$ cat src/rtl/nn_fixed_pkg.sv
// Shared fixed-point definitions for the NN activation blocks (forward and backward).
// Provides the default word width, fractional-bit count, leaky slope and the word typedef.
package nn_fixed_pkg;

  localparam int unsigned NN_WIDTH     = 32;
  localparam int unsigned NN_FRAC_BITS = 16;
  // About 0.01 in Q16.16; signed so it can be sign-extended to wider words
  localparam int          NN_ALPHA     = 655;

  typedef logic signed [NN_WIDTH-1:0] fx_word_t;

endpackage : nn_fixed_pkg

$ cat src/rtl/fixed_point.sv
// Signed fixed-point arithmetic unit shared by the forward and backward activations.
// Ports:
//   a, b     : signed operands in Q(WIDTH-FRAC_BITS).FRAC_BITS
//   mul_res  : (a*b) >>> FRAC_BITS, floored, truncated to WIDTH (no saturation)
//   add_res  : a + b, wrapping
module fixed_point
  import nn_fixed_pkg::*;
#(
  parameter int unsigned WIDTH     = NN_WIDTH,
  parameter int unsigned FRAC_BITS = NN_FRAC_BITS
) (
  input  logic signed [WIDTH-1:0] a,
  input  logic signed [WIDTH-1:0] b,
  output logic signed [WIDTH-1:0] mul_res,
  output logic signed [WIDTH-1:0] add_res
);

  localparam int unsigned PW = 2 * WIDTH;

  logic signed [PW-1:0] w_a_ext;
  logic signed [PW-1:0] w_b_ext;
  logic signed [PW-1:0] w_prod;

  // Full-width signed product; the arithmetic shift floors toward -inf
  assign w_a_ext = PW'(a);
  assign w_b_ext = PW'(b);
  assign w_prod  = w_a_ext * w_b_ext;
  assign mul_res = WIDTH'(w_prod >>> FRAC_BITS);
  assign add_res = a + b;

endmodule : fixed_point

$ cat src/rtl/leaky_relu_backward.sv
// Leaky-ReLU backward pass: joins the cached activation stream x with the upstream
// gradient stream g and emits dL/dx = g (x > 0) or (ALPHA*g) >>> FRAC_BITS (x <= 0).
// Two-stage valid/ready pipeline, one pair per cycle, vector framing via elem_idx/gi_last.
// Ports:
//   clk, rst_n                    : clock, async active-low reset
//   x_valid/x_ready/x_data        : forward activation input stream
//   g_valid/g_ready/g_data        : upstream gradient input stream
//   gi_valid/gi_ready/gi_data/gi_last : gradient output stream, last marks vector end
//   elem_idx                      : index of the next element to be accepted
module leaky_relu_backward
  import nn_fixed_pkg::*;
#(
  parameter int unsigned WIDTH     = NN_WIDTH,
  parameter int unsigned FRAC_BITS = NN_FRAC_BITS,
  parameter int          ALPHA     = NN_ALPHA,
  parameter int unsigned VEC_LEN   = 16
) (
  input  logic                       clk,
  input  logic                       rst_n,
  input  logic                       x_valid,
  output logic                       x_ready,
  input  logic signed [WIDTH-1:0]    x_data,
  input  logic                       g_valid,
  output logic                       g_ready,
  input  logic signed [WIDTH-1:0]    g_data,
  output logic                       gi_valid,
  input  logic                       gi_ready,
  output logic signed [WIDTH-1:0]    gi_data,
  output logic                       gi_last,
  output logic [$clog2(VEC_LEN)-1:0] elem_idx
);

  localparam int unsigned            IDX_W    = $clog2(VEC_LEN);
  localparam logic [IDX_W-1:0]       LAST_IDX = IDX_W'(VEC_LEN - 1);
  localparam logic signed [WIDTH-1:0] ALPHA_W = WIDTH'(ALPHA);

  logic                    w_s1_can_accept;
  logic                    w_s2_can_accept;
  logic                    w_accept;
  logic                    w_x_pos;
  logic signed [WIDTH-1:0] w_alpha_prod;
  logic signed [WIDTH-1:0] w_add_res_unused;
  logic signed [WIDTH-1:0] w_gi_sel;

  logic                    r_s1_valid;
  logic                    r_s1_pos;
  logic                    r_s1_last;
  logic signed [WIDTH-1:0] r_s1_g;
  logic signed [WIDTH-1:0] r_s1_alpha;
  logic                    r_gi_valid;
  logic                    r_gi_last;
  logic signed [WIDTH-1:0] r_gi_data;
  logic [IDX_W-1:0]        r_idx;

  // Alpha-side product uses the same arithmetic unit as the forward path
  fixed_point #(
    .WIDTH     (WIDTH),
    .FRAC_BITS (FRAC_BITS)
  ) u_alpha_mul (
    .a       (g_data),
    .b       (ALPHA_W),
    .mul_res (w_alpha_prod),
    .add_res (w_add_res_unused)
  );

  // Backpressure chain and stream join; readies are held low during reset
  assign w_s2_can_accept = !r_gi_valid || gi_ready;
  assign w_s1_can_accept = !r_s1_valid || w_s2_can_accept;
  assign x_ready         = rst_n && g_valid && w_s1_can_accept;
  assign g_ready         = rst_n && x_valid && w_s1_can_accept;
  assign w_accept        = x_valid && x_ready;

  // Strictly positive: sign bit clear and not zero (zero takes the alpha path)
  assign w_x_pos  = !x_data[WIDTH-1] && (x_data != '0);
  assign w_gi_sel = r_s1_pos ? r_s1_g : r_s1_alpha;

  // Stage 1: mask, gradient, alpha product and last flag
  always_ff @(posedge clk or negedge rst_n) begin
    if (!rst_n) begin
      r_s1_valid <= 1'b0;
      r_s1_pos   <= 1'b0;
      r_s1_last  <= 1'b0;
      r_s1_g     <= '0;
      r_s1_alpha <= '0;
    end else if (w_s1_can_accept) begin
      r_s1_valid <= w_accept;
      if (w_accept) begin
        r_s1_pos   <= w_x_pos;
        r_s1_last  <= (r_idx == LAST_IDX);
        r_s1_g     <= g_data;
        r_s1_alpha <= w_alpha_prod;
      end
    end
  end

  // Stage 2: selected result; last is cleared whenever the output slot empties
  always_ff @(posedge clk or negedge rst_n) begin
    if (!rst_n) begin
      r_gi_valid <= 1'b0;
      r_gi_last  <= 1'b0;
      r_gi_data  <= '0;
    end else if (w_s2_can_accept) begin
      r_gi_valid <= r_s1_valid;
      r_gi_last  <= r_s1_valid && r_s1_last;
      if (r_s1_valid) begin
        r_gi_data <= w_gi_sel;
      end
    end
  end

  // Element counter, wraps at the vector length
  always_ff @(posedge clk or negedge rst_n) begin
    if (!rst_n) begin
      r_idx <= '0;
    end else if (w_accept) begin
      r_idx <= (r_idx == LAST_IDX) ? '0 : r_idx + IDX_W'(1);
    end
  end

  assign gi_valid = r_gi_valid;
  assign gi_last  = r_gi_last;
  assign gi_data  = r_gi_data;
  assign elem_idx = r_idx;

endmodule : leaky_relu_backward

$ cat config.mk
export PLATFORM = sky130hd
export DESIGN_NAME = leaky_relu_backward
export DESIGN_NICKNAME = d
export VERILOG_FILES = /design/src/rtl/nn_fixed_pkg.sv /design/src/rtl/fixed_point.sv /design/src/rtl/leaky_relu_backward.sv
export SDC_FILE = /design/constraint.sdc
export NUM_CORES = 1
export LEC_CHECK = 0
export BUFFER_PORTS_ARGS = -buffer_cell sky130_fd_sc_hd__buf_4
export CORE_ASPECT_RATIO = 1.25
export CORE_UTILIZATION = 55
export DETAILED_ROUTE_END_ITERATION = 6
export GPL_TIMING_DRIVEN = 0
export PLACE_DENSITY = 0.78
export SYNTH_ARGS = -nofsm -noshare
export SYNTH_HDL_FRONTEND = slang
export SYNTH_SLANG_ARGS = --single-unit
export TNS_END_PERCENT = 10
$ cat constraint.sdc
create_clock -name clk -period 1.7 [get_ports clk]
set_input_delay 0.085 -clock clk [delete_from_list [all_inputs] [get_ports clk]]
set_output_delay 0.085 -clock clk [all_outputs]
set_load 0.02 [all_outputs]
# After elaboration in Yosys (flattened, before gate mapping)
# Index checks and enable logic that the tools add are counted.
# Widths: inputs -> output; s select.
# totals
register_bits	105
word_cells	29
# op_classes
addsub	1
n_mul	1
eq_ne	1
n_mux	2
reduce_logical	15
# ops
cell	count
$mul 32x11->43 const B	1
$mux 32	1
$reduce_bool 32->1	1
$logic_and 1x1->1	7
$add 4x1->4 const B	1
$eq 4x4->1 const B	1
$mux 4	1
$reduce_and 2->1	2
$logic_not 1->1	3
$logic_or 1x1->1	2

# Depth between registers and ports, before layout
# Gate-level depths: netlist (run 1).
# depth
word_depth	6
mapped_depth	20
ltp_nobuf	19

# Cells and area by module
# From an unflattened synthesis (run 1), not the netlist that was laid out.
# unflattened
cells_unflattened	3766
area_unflattened_um2	34428.0
# modules_own_cells
mod	instances	cells_each	area_per_inst_um2
fixed_point	1	3304	30063.8
leaky_relu_backward	1	462	4364.2

# Least setup slack after synthesis (run 1)
# OpenSTA, ideal clock, no wires.
# synth_timing
path_type	in2reg
startpoint	in g_data[21]
endpoint	reg r_s1_alpha[20]
arrival_time_ns	4.305
setup_slack_ns	-2.732
path_stages	17
n_path_buf	0
cell_sequence	ha_1 -> ha_1 -> fa_1 -> fa_1 -> inv_1 -> fa_1 -> inv_1 -> ha_1 -> and2_4 -> and3_4 -> a221o_1 -> nand2b_4 -> a21oi_4 -> o21ai_2 -> a31o_4 -> a21o_1 -> a221o_1
# synth_between
elab_chain_cells	1
# synth_rtl
item	line_no	source
from (decl)	leaky_relu_backward.sv:25	input logic signed [WIDTH-1:0] g_data,
$mul 32x11->43	fixed_point.sv:27	assign w_prod = w_a_ext * w_b_ext;
to (signal assigned)	leaky_relu_backward.sv:91	r_s1_alpha <= w_alpha_prod;
to (decl)	leaky_relu_backward.sv:49	logic signed [WIDTH-1:0] r_s1_alpha;
# No other way between the ends.
# A chain may end at the register's enable or synchronous reset.

# Final worst setup path (run 1)
# layout_timing
startpoint	in g_data[9]
endpoint	reg r_s1_alpha[30]
# Same word-level chain as after synthesis.

==> results.json, run 1 <==
{
  "status": "finished, violations left",
  "violations": "design-rule violations, negative hold slack, negative setup slack",
  "setup_ws_ns": -2.38,
  "worstPathArrival_ns": 4.36,
  "antenna_cells": 0,
  "leakage_uw": 0.00643,
  "syn_to_final_growth_pct": 27.2,
  "antenna_found_initial": 0,
  "grt_max_degree": 103,
  "synth_cells": 1084,
  "die-height_um": 156,
  "coreArea_um2": 18300,
  "slew_headroom_pct": 40.7,
  "final_common_cell": "inv_1",
  "finalMaxSlewViolations": 0,
  "drive_above_1_share_pct": 25.3,
  "netlist_area_um2": 10400,
  "synthFlopType": "dfrtp_1",
  "ys_seq_area_share_pct": 24.0,
  "clock_sinks": 100,
  "cts_tree": "done",
  "drc_errors": 8,
  "htreeDepth": 3,
  "synth_fp_nets": 1422,
  "synthTopCellsByArea": "dfrtp_1 (24%), fa_1 (23%), ha_1 (18%)",
  "drt-total-wl_um": 28000,
  "rsz0062_at_grt": "true",
  "initial_utilization_pct": 57.0,
  "clock.fmax_mhz": 245,
  "synthArstFlopShare_pct": 100,
  "power.density_nw_per_um2": 1900,
  "die_w_um": 125,
  "post-route-min-period_ns": 4.08,
  "gr-usage-all-layers_pct": 29.0,
  "gr-total-overflow": 0,
  "post_drt_wl_per_cell_um": 19.1,
  "holdBufCountCts": 1,
  "maxCapViolCount": 0,
  "preCtsSetupSlack_ns": -3.04,
  "min_period_over_period_pct": 240,
  "ys_ff_latch": 100,
  "min_path_type": "in -> async",
  "hold_violations": 100,
  "irDropWorstVdd_v": 0.00116,
  "fin_cells": 1465,
  "endpoint_kind": "flop",
  "cp-start-kind": "primary input",
  "clock_skew_ns": 0.00988,
  "layout_common_cells": "inv_1 (201), buf_4 (123), fa_1 (112), nand2_1 (105), dfrtp_1 (100)",
  "cts_buffers": 9,
  "antenna_left": 0,
  "slowest_stage": "fa_1",
  "die_area_um2": 19500,
  "worst_pin_slew_ns": 0.890,
  "synth_cell_types": 59,
  "routabilityCongestion": 0.874,
  "cts-root-buf": "clkbuf_16",
  "crit_chain": "buf_4, ha_4, ha_4, inv_1, fa_1, inv_1, fa_1, inv_1, fa_1, inv_1, ha_4, a21o_1, a211oi_2, buf_4, a31o_4, o31ai_4, a21oi_4, a21oi_2, or4_1, nand3_1",
  "clk_pin_slew_ns": 0.06,
  "io_buffer_count": 108,
  "viasPerCell": 5.69,
  "dr.pass1.iters": 7,
  "synth_warnings": 0,
  "slowest_delay_ns": 0.53,
  "final_core_util_pct": 72.4,
  "dp_cells": 1420,
  "ios": 109,
  "synthDominantCellAreaShare_pct": 24.0,
  "crit_type": "in -> reg",
  "crit_path_frequent_cell": "inv_1",
  "required_ns": 1.98,
  "num_rows": 55,
  "clock_path_buffers": 2,
  "yosysTopAreaCell": "dfrtp_1",
  "vias": 8332,
  "insertion_delay_ns": 0.34,
  "synth_edf_count": 0,
  "first_iter_violations": 663,
  "critPathMaxFanout": 5,
  "avgSynthCellArea_um2": 9.62,
  "nets": 1570,
  "post-dp-hpwl_um": 20100,
  "grt_pass1_wl_um": 44200,
  "grt_pass1_vias": 8804,
  "whs_ns": -0.176,
  "setup_viol": 34
}
==> kinds of logic (layout without fill, tap and decap cells) <==
group | after synthesis | in the layout | share of synthesized area [%]
fa+ha+maj | 269 | 269 | 40.8
flops | 100 | 100 | 24.0
xor+xnor | 31 | 31 | 2.60
buf+inv | 244 | 397 | 8.81
mux | 27 | 27 | 2.60
compound gates | 197 | 197 | 11.8
simple gates | 216 | 216 | 9.36
==> state kept, by name (all words and copies together) (netlist names) <==
register    count
gi_data        32
r_s1_valid      1
r_s1_last       1
r_s1_pos        1
gi_last         1
r_s1_g         32
elem_idx        4
r_s1_alpha     27
gi_valid        1
==> metal layers <==
| metal | vias to the layer above | global-route usage [%] | routed length (µm) |
|---|---|---|---|
| li1 | 3836 | - | - |
| met1 | 4151 | 35.3 | 11000 |
| met2 | 261 | 53.6 | 15100 |
| met3 | 84 | 2.02 | 939 |
| met4 | 0 | 11.8 | 1060 |
| met5 | - | 0 | 0 |
==> cells in the mapped netlist, drive strengths merged (2+ instances only) <==
cell type and number:
a21oi 66, o2bb2ai 2, o311ai 2, or4 2, nor2 47, a21boi 2, nand2 107, o211ai 3
and2 5, a31oi 2, nand2b 2, o31ai 4, xor2 13, o21ai 65, nand4 10, ha 150
a41oi 2, nand3 11, mux2i 26, nor4 8, nor3 4, inv 216, and4 3, nor2b 5
buf 6, o21bai 6, fa 119, clkbuf 22, o21a 4, a21o 16, and3 7, a211oi 10
or2 3, a221o 2, dfrtp 100, a31o 3, xnor2 18
==> cell type report <==
cell class	instances	area, µm²
plain buffers	27	186
clock buffers	10	229
clock inverters	6	88.8
fillers	1230	5040
inverters	216	818
multi-input cells	740	8030
flip-flops and latches	100	2500
well taps	228	285
repair buffers	138	1120
==> final timing paths <==
| kind | start | endpoint | slack, ns | depth (start not counted) |
|---|---|---|---|---|
| setup / recovery | g_data[9] | r_s1_alpha[30]$_DFFE_PN0P_ | -2.38 | 20 |
| hold / removal | rst_n | elem_idx[2]$_DFFE_PN0P_ | -0.18 | 1 |
| setup reg to reg | gi_valid$_DFFE_PN0P_ | gi_data[17]$_DFFE_PN0P_ | -0.04 | 5 |
| hold reg to reg | r_s1_g[13]$_DFFE_PN0P_ | r_s1_g[13]$_DFFE_PN0P_ | 0.48 | 2 |
| max in group asynchronous | rst_n | r_s1_g[13]$_DFFE_PN0P_ | 1.26 | 1 |
| min in group clk | g_data[1] | r_s1_g[1]$_DFFE_PN0P_ | 0.02 | 3 |
==> power breakdown <==
part           internal (µW)  switching [µW]  total (µW)
combinational           8820           10500       19300
sequential              3120             498        3620
clock                   1290             894        2180
total                  13200           11900       25100
==> worst max-delay path: cells and delay by family <==
family                     cells  cell delay (ns)
adders and majority gates      6             2.07
AOI/OAI and AO/OA              6             1.09
buffers and inverters          6             0.57
and+or+nand+nor                2             0.56
==> metrics by stage <==
| step | area, µm² | power [µW] | hold slack [ns] | setup TNS, ns |
|---|---|---|---|---|
| 5_1_grt | 13300 | 26800 | -0.0796 | -68.38 |
| 2_1_floorplan | 10600 | 14000 | -0.211 | -71.02 |
| 4_1_cts | 12900 | 22900 | -0.115 | -57.79 |
| 3_3_place_gp | 11700 | 17300 | 0.289 | -113.33 |
| 3_5_place_dp | 11700 | 17700 | 0.300 | -115.11 |
| 6_report | 13300 | 25100 | -0.176 | -59.31 |
==> repair_timing <==
action,in CTS,in global routing
pin swaps,66,45
setup endpoints to repair,95,93
resized for setup,146,54
buffers inserted,20,9
endpoints found under the hold margin,101,100
Power figures use the tool's default switching activity.
==> run 2, diff against run 1 <==
--- a/config.mk
+++ b/config.mk
@@ -8,9 +8,11 @@
 export BUFFER_PORTS_ARGS = -buffer_cell sky130_fd_sc_hd__buf_4
 export CORE_ASPECT_RATIO = 1.25
 export CORE_UTILIZATION = 55
+export CTS_CLUSTER_SIZE = 25
 export DETAILED_ROUTE_END_ITERATION = 6
 export GPL_TIMING_DRIVEN = 0
 export PLACE_DENSITY = 0.78
+export RECOVER_POWER = 25
 export SYNTH_ARGS = -nofsm -noshare
 export SYNTH_HDL_FRONTEND = slang
 export SYNTH_SLANG_ARGS = --single-unit
==> run 2 against run 1 <==
  * Largest cell class unchanged
  * Clock skew about the same
  * Register-to-register slack about the same
  * Largest power group unchanged
  * Critical path type unchanged
  * Combinational power about the same
  * Utilization about the same
  * Die area unchanged
  * Non-clock buffer count unchanged
  * Power about the same
  * Cell count unchanged
  * The run ends with design-rule violations, negative setup slack left
  * Via count increased by 0.24%
==> results.json, run 2 (synthesis results as in run 1) <==
{
  "reg2reg_setup_slack_ns": -0.04,
  "clockPowerShare_pct": 8.7,
  "htreeDepth": 3,
  "gr-usage-all-layers_pct": 29.0,
  "slew_headroom_pct": 11.0,
  "worstPathArrival_ns": 4.36,
  "critPathMaxFanout": 5,
  "min_path_type": "in -> reg",
  "final_common_cell": "inv_1",
  "crit_type": "in -> reg",
  "layout_common_cells": "inv_1 (201), buf_4 (123), fa_1 (112), nand2_1 (105), dfrtp_1 (100)",
  "clock_sinks": 100,
  "viasPerCell": 5.70,
  "insertion_delay_ns": 0.34,
  "grt_pass1_vias": 8804,
  "ios": 109,
  "clock_skew_ns": 0.0100,
  "maxCapViolCount": 0,
  "num_rows": 55,
  "violations": "design-rule violations, negative setup slack",
  "post-dp-hpwl_um": 20100,
  "p_seq_share_pct": 14.4,
  "cts_tree": "done",
  "grtUsageMet2_pct": 53.6,
  "routabilityCongestion": 0.874,
  "drt-total-wl_um": 28100,
  "grtUsageMet3_pct": 2.02,
  "drc_errors": 8,
  "power.density_nw_per_um2": 1900,
  "tns_ns": -69.71,
  "syn_to_final_growth_pct": 27.1,
  "die-height_um": 156,
  "leakage_uw": 0.00643,
  "irDropWorstVdd_v": 0.00116,
  "worst_pin_slew_ns": 1.33,
  "required_ns": 1.98,
  "status": "finished, violations left",
  "vias": 8352,
  "min_period_over_period_pct": 240,
  "post_drt_wl_per_cell_um": 19.2,
  "grt.busiest_layer": "met2",
  "endpoint_kind": "flop",
  "coreArea_um2": 18300,
  "die_area_um2": 19500,
  "clock.fmax_mhz": 245,
  "gr-total-overflow": 0,
  "holdBufCountCts": 1,
  "finalPower_uw": 25200,
  "cts-root-buf": "clkbuf_16",
  "setup_ws_ns": -2.38,
  "first_iter_violations": 672,
  "rsz0062_at_grt": "true",
  "io_buffer_count": 108,
  "initial_utilization_pct": 57.0,
  "switchingPower_uw": 11900,
  "grt_max_degree": 103,
  "drive_above_1_share_pct": 25.3,
  "die_w_um": 125,
  "dr.pass1.iters": 7,
  "grt_pass1_wl_um": 44200,
  "antenna_cells": 0,
  "cts_buffers": 9,
  "clock_path_buffers": 2,
  "finalMaxSlewViolations": 0,
  "setup_viol": 77,
  "intPower_uw": 13200,
  "final_core_util_pct": 72.4,
  "post-route-min-period_ns": 4.08,
  "power_frac_comb_pct": 77.0,
  "antenna_left": 0,
  "cp-start-kind": "primary input",
  "grt.met1_usage_pct": 35.3,
  "preCtsSetupSlack_ns": -3.04,
  "nets": 1570,
  "hold_violations": 0,
  "clk_pin_slew_ns": 0.07,
  "antenna_found_initial": 0,
  "p_sw_share_pct": 47.4
}
## run 2: power groups by stage
stage	clock network (µW)	logic [µW]	registers, µW
finish	2180	19400	3620
global route	2280	20900	3700
CTS	2170	17100	3610
detailed placement	0	14000	3640
global placement	0	13700	3610
floorplan	0	10100	3880
## run 2: final cells by class
type,instances,area [µm²]
plain buffers,27,186
clock buffers,10,229
clock inverters,6,88.8
fillers,1230,5050
inverters,216,818
multi-input cells,740,8030
flip-flops and latches,100,2500
well taps,228,285
repair buffers,138,1110
## run 2: worst max-delay path: stages
cell	delay (ns)
buf_4	0.15
ha_4	0.28
ha_4	0.11
inv_1	0.06
fa_1	0.50
inv_1	0.06
fa_1	0.53
inv_1	0.05
fa_1	0.48
inv_1	0.07
ha_4	0.17
a21o_1	0.18
a211oi_2	0.28
buf_4	0.18
a31o_4	0.20
o31ai_4	0.11
a21oi_4	0.24
a21oi_2	0.08
or4_1	0.47
nand3_1	0.09
## run 2: what timing repair did
action,4_1_cts,5_1_grt
pin swaps,66,45
buffers inserted,20,9
hold endpoints to repair,101,100
endpoints found under the setup margin,95,93
gates resized for setup,146,54
## run 2: worst paths after layout
check,from,to,depth (start not counted)
worst max-delay path,g_data[9],r_s1_alpha[30]$_DFFE_PN0P_,20
worst min-delay path,g_data[1],r_s1_g[1]$_DFFE_PN0P_,3
worst max register to register,gi_valid$_DFFE_PN0P_,r_s1_alpha[21]$_DFFE_PN0P_,8
worst min register to register,r_s1_g[13]$_DFFE_PN0P_,r_s1_g[13]$_DFFE_PN0P_,2
max in group asynchronous,rst_n,r_s1_g[13]$_DFFE_PN0P_,1
min in group asynchronous,rst_n,elem_idx[2]$_DFFE_PN0P_,1
## run 2: routing by layer
layer | vias to the layer above | share of wire (%)
met2 | 263 | 54
met3 | 83 | 3.3
li1 | 3836 | -
met1 | 4170 | 39
met4 | 0 | 3.7
met5 | - | 0
## run 2: metrics by stage
stage               hold slack, ns  std cells  instance area (µm²)
detailed placement           0.300       1420                11700
CTS                         -0.115       1456                12900
global placement             0.289       1420                11700
finish                      0.0211       1465                13300
global route                0.0423       1465                13300
floorplan                   -0.211       1084                10600
==> run 3, diff against run 2 <==
--- a/config.mk
+++ b/config.mk
@@ -7,13 +7,14 @@
 export LEC_CHECK = 0
 export BUFFER_PORTS_ARGS = -buffer_cell sky130_fd_sc_hd__buf_4
 export CORE_ASPECT_RATIO = 1.25
-export CORE_UTILIZATION = 55
+export CORE_UTILIZATION = 60
 export CTS_CLUSTER_SIZE = 25
 export DETAILED_ROUTE_END_ITERATION = 6
 export GPL_TIMING_DRIVEN = 0
-export PLACE_DENSITY = 0.78
+export PLACE_DENSITY = 0.8
 export RECOVER_POWER = 25
 export SYNTH_ARGS = -nofsm -noshare
 export SYNTH_HDL_FRONTEND = slang
+export SYNTH_HIERARCHICAL = 1
 export SYNTH_SLANG_ARGS = --single-unit
 export TNS_END_PERCENT = 10
==> run 3 against run 2 <==
  * The run still ends with design-rule violations, negative setup slack left
  * Register-to-register slack improved by 0.05 ns
  * Clock skew fell by 0.0018 ns
  * Synthesized cell count rose to 3.3 times the previous value
  * Utilization fell by 4.3 points
  * Sequential share of layout area fell by 12 points
  * Cell count rose to 3.2 times the previous value
  * Wire length rose to 3.7 times the previous value
  * Synthesized area rose to 3.2 times the previous value
  * Critical path type unchanged
==> results.json, run 3 <==
{
  "critPathMaxFanout": 7,
  "io_buffer_count": 108,
  "netlist_area_um2": 33200,
  "maxCapViolCount": 0,
  "grt_pass1_wl_um": 161000,
  "gr-usage-all-layers_pct": 39.3,
  "whs_ns": 0.00849,
  "crit_path_frequent_cell": "fa_1",
  "fillers": 4332,
  "worst_pin_slew_ns": 1.48,
  "coreArea_um2": 54800,
  "r2r-end": "r_s1_alpha[5]$_DFFE_PN0P_",
  "grt_max_degree": 110,
  "clock_skew_ns": 0.00818,
  "initial_utilization_pct": 60.6,
  "holdBufCountCts": 7,
  "required_ns": 1.99,
  "status": "finished, violations left",
  "drc_errors": 2,
  "synth_cells": 3576,
  "final_common_cell": "fa_1",
  "dr.pass1.iters": 7,
  "min_path_type": "in -> reg",
  "antenna_found_initial": 2,
  "routabilityCongestion": 1.05,
  "drt-total-wl_um": 104000,
  "r2r_start": "r_s1_valid$_DFFE_PN0P_",
  "synth_warnings": 6,
  "ios": 109,
  "setup_viol": 73,
  "crit_start": "g_data[31]",
  "slowest_delay_ns": 0.60,
  "gr-total-overflow": 0,
  "slowest_stage": "fa_2",
  "post_drt_wl_per_cell_um": 22.4,
  "cts_tree": "done",
  "crit_type": "in -> reg",
  "viasPerCell": 5.52,
  "cts-root-buf": "clkbuf_16",
  "preCtsSetupSlack_ns": -6.72,
  "slew_headroom_pct": 1.04,
  "hold_violations": 0,
  "clock.fmax_mhz": 141,
  "seqCellArea_um2": 2630,
  "die_area_um2": 56300,
  "nets": 4999,
  "die_w_um": 212,
  "vias": 25700,
  "first_iter_violations": 2054,
  "post-dp-hpwl_um": 87500,
  "cts_buffers": 9,
  "insertion_delay_ns": 0.34,
  "post-route-min-period_ns": 7.10,
  "avgSynthCellArea_um2": 9.29,
  "syn_to_final_growth_pct": 12.3,
  "clk_pin_slew_ns": 0.08,
  "clock_path_buffers": 2,
  "endpoint_kind": "flop",
  "crit_chain": "buf_6, and2_1, fa_1, inv_1, fa_1, fa_2, fa_1, inv_1, fa_1, fa_1, fa_2, fa_1, ha_4, nand4_4, or3_4, or4_4, buf_12, a211oi_4, a21oi_2, a21boi_2, a31oi_1, xnor2_1, nand2_1, nand2_1",
  "worstPathArrival_ns": 7.40,
  "num_rows": 96,
  "antenna_left": 0,
  "finalMaxSlewViolations": 0,
  "cp-start-kind": "primary input",
  "layout_common_cells": "fa_1 (816), inv_1 (773), nand2_1 (647), and2_1 (427), conb_1 (178)",
  "reg2reg_setup_slack_ns": 0.01,
  "die-height_um": 265,
  "rsz0062_at_grt": "true",
  "grt_pass1_vias": 27900,
  "setup_ws_ns": -5.40,
  "violations": "design-rule violations, negative setup slack",
  "min_period_over_period_pct": 418,
  "multi_input_area_um2": 28100,
  "rr_worst_depth": 5,
  "htreeDepth": 3,
  "drive_above_1_share_pct": 8.26,
  "crit_end": "r_s1_alpha[27]$_DFFE_PN0P_",
  "clock_sinks": 105
}
==> run 3: cell count changes in the layout (fill, tap and decap cells not counted), sizes merged, moves of 10 or more <==
cell    change
xnor2      +35
o21ai      -41
nand2     +542
and2      +424
nand2b     +10
ha         +37
inv       +570
buf        +29
clkbuf    +137
fa        +719
conb      +178
==> run 3: metal layers <==
layer  part of all wire [%]  vias up  track usage, %
met5                      0        -               0
met4                    9.7        0            29.3
met3                    8.8      437            7.06
met2                     48     1383            63.7
met1                     34    13100            47.0
li1                       -    10800               -
==> run 3: final cells by class <==
| type | count | share of cell area [%] |
|---|---|---|
| Antenna cell | 4 | 0.0268 |
| Buffer | 189 | 3.13 |
| Clock buffer | 9 | 0.604 |
| Clock inverter | 7 | 0.225 |
| Inverter | 781 | 7.87 |
| Multi-Input combinational cell | 2670 | 75.3 |
| Sequential cell | 105 | 7.05 |
| Tap cell | 735 | 2.47 |
| Timing Repair Buffer | 149 | 3.35 |
==> run 3: worst min-delay path by stage <==
stage | start | end | slack [ns] | cells past startpoint
after floorplan | rst_n | elem_idx[0]$_DFFE_PN0P_ | -0.21 | 0
after global placement | x_data[31] | r_s1_pos$_DFFE_PN0P_ | 0.27 | 2
after detailed placement | x_data[31] | r_s1_pos$_DFFE_PN0P_ | 0.27 | 2
after CTS | rst_n | gi_data[31]$_DFFE_PN0P_ | -0.17 | 1
after global routing | g_data[16] | r_s1_g[16]$_DFFE_PN0P_ | 0.004 | 3
final | g_data[16] | r_s1_g[16]$_DFFE_PN0P_ | 0.008 | 3
==> run 3: repair_timing <==
action                                 4_1_cts  5_1_grt
pin swaps                                   72       23
setup endpoints to repair                   72       47
resized for setup                          215       60
endpoints found under the hold margin      112      105
setup buffers                               30        4
==> run 3: worst max-delay path: cells and delay by family <==
| family | cells | cell delay, ns |
|---|---|---|
| adder cells (fa/ha/maj) | 9 | 4.51 |
| XOR/XNOR | 1 | 0.22 |
| AO/OA/AOI/OAI | 4 | 0.80 |
| AND/OR/NAND/NOR | 6 | 1.38 |
| buffers and inverters | 4 | 0.38 |
==> run 3: through the flow <==
stage / cells / TNS, ns / instance area, µm² / utilization, %
floorplan: 3752 / -148.39 / 33900 / -
global placement: 4595 / -217.06 / 35600 / 65.1
detailed placement: 4595 / -219.25 / 35600 / 65.1
CTS: 4646 / -155.30 / 37200 / 67.8
global route: 4645 / -189.50 / 37300 / 68.1
finish: 4649 / -169.87 / 37300 / 68.1
Power of run 3 is not shown: default switching activity piles up to over one toggle a cycle in this logic, so the estimate is an artifact.
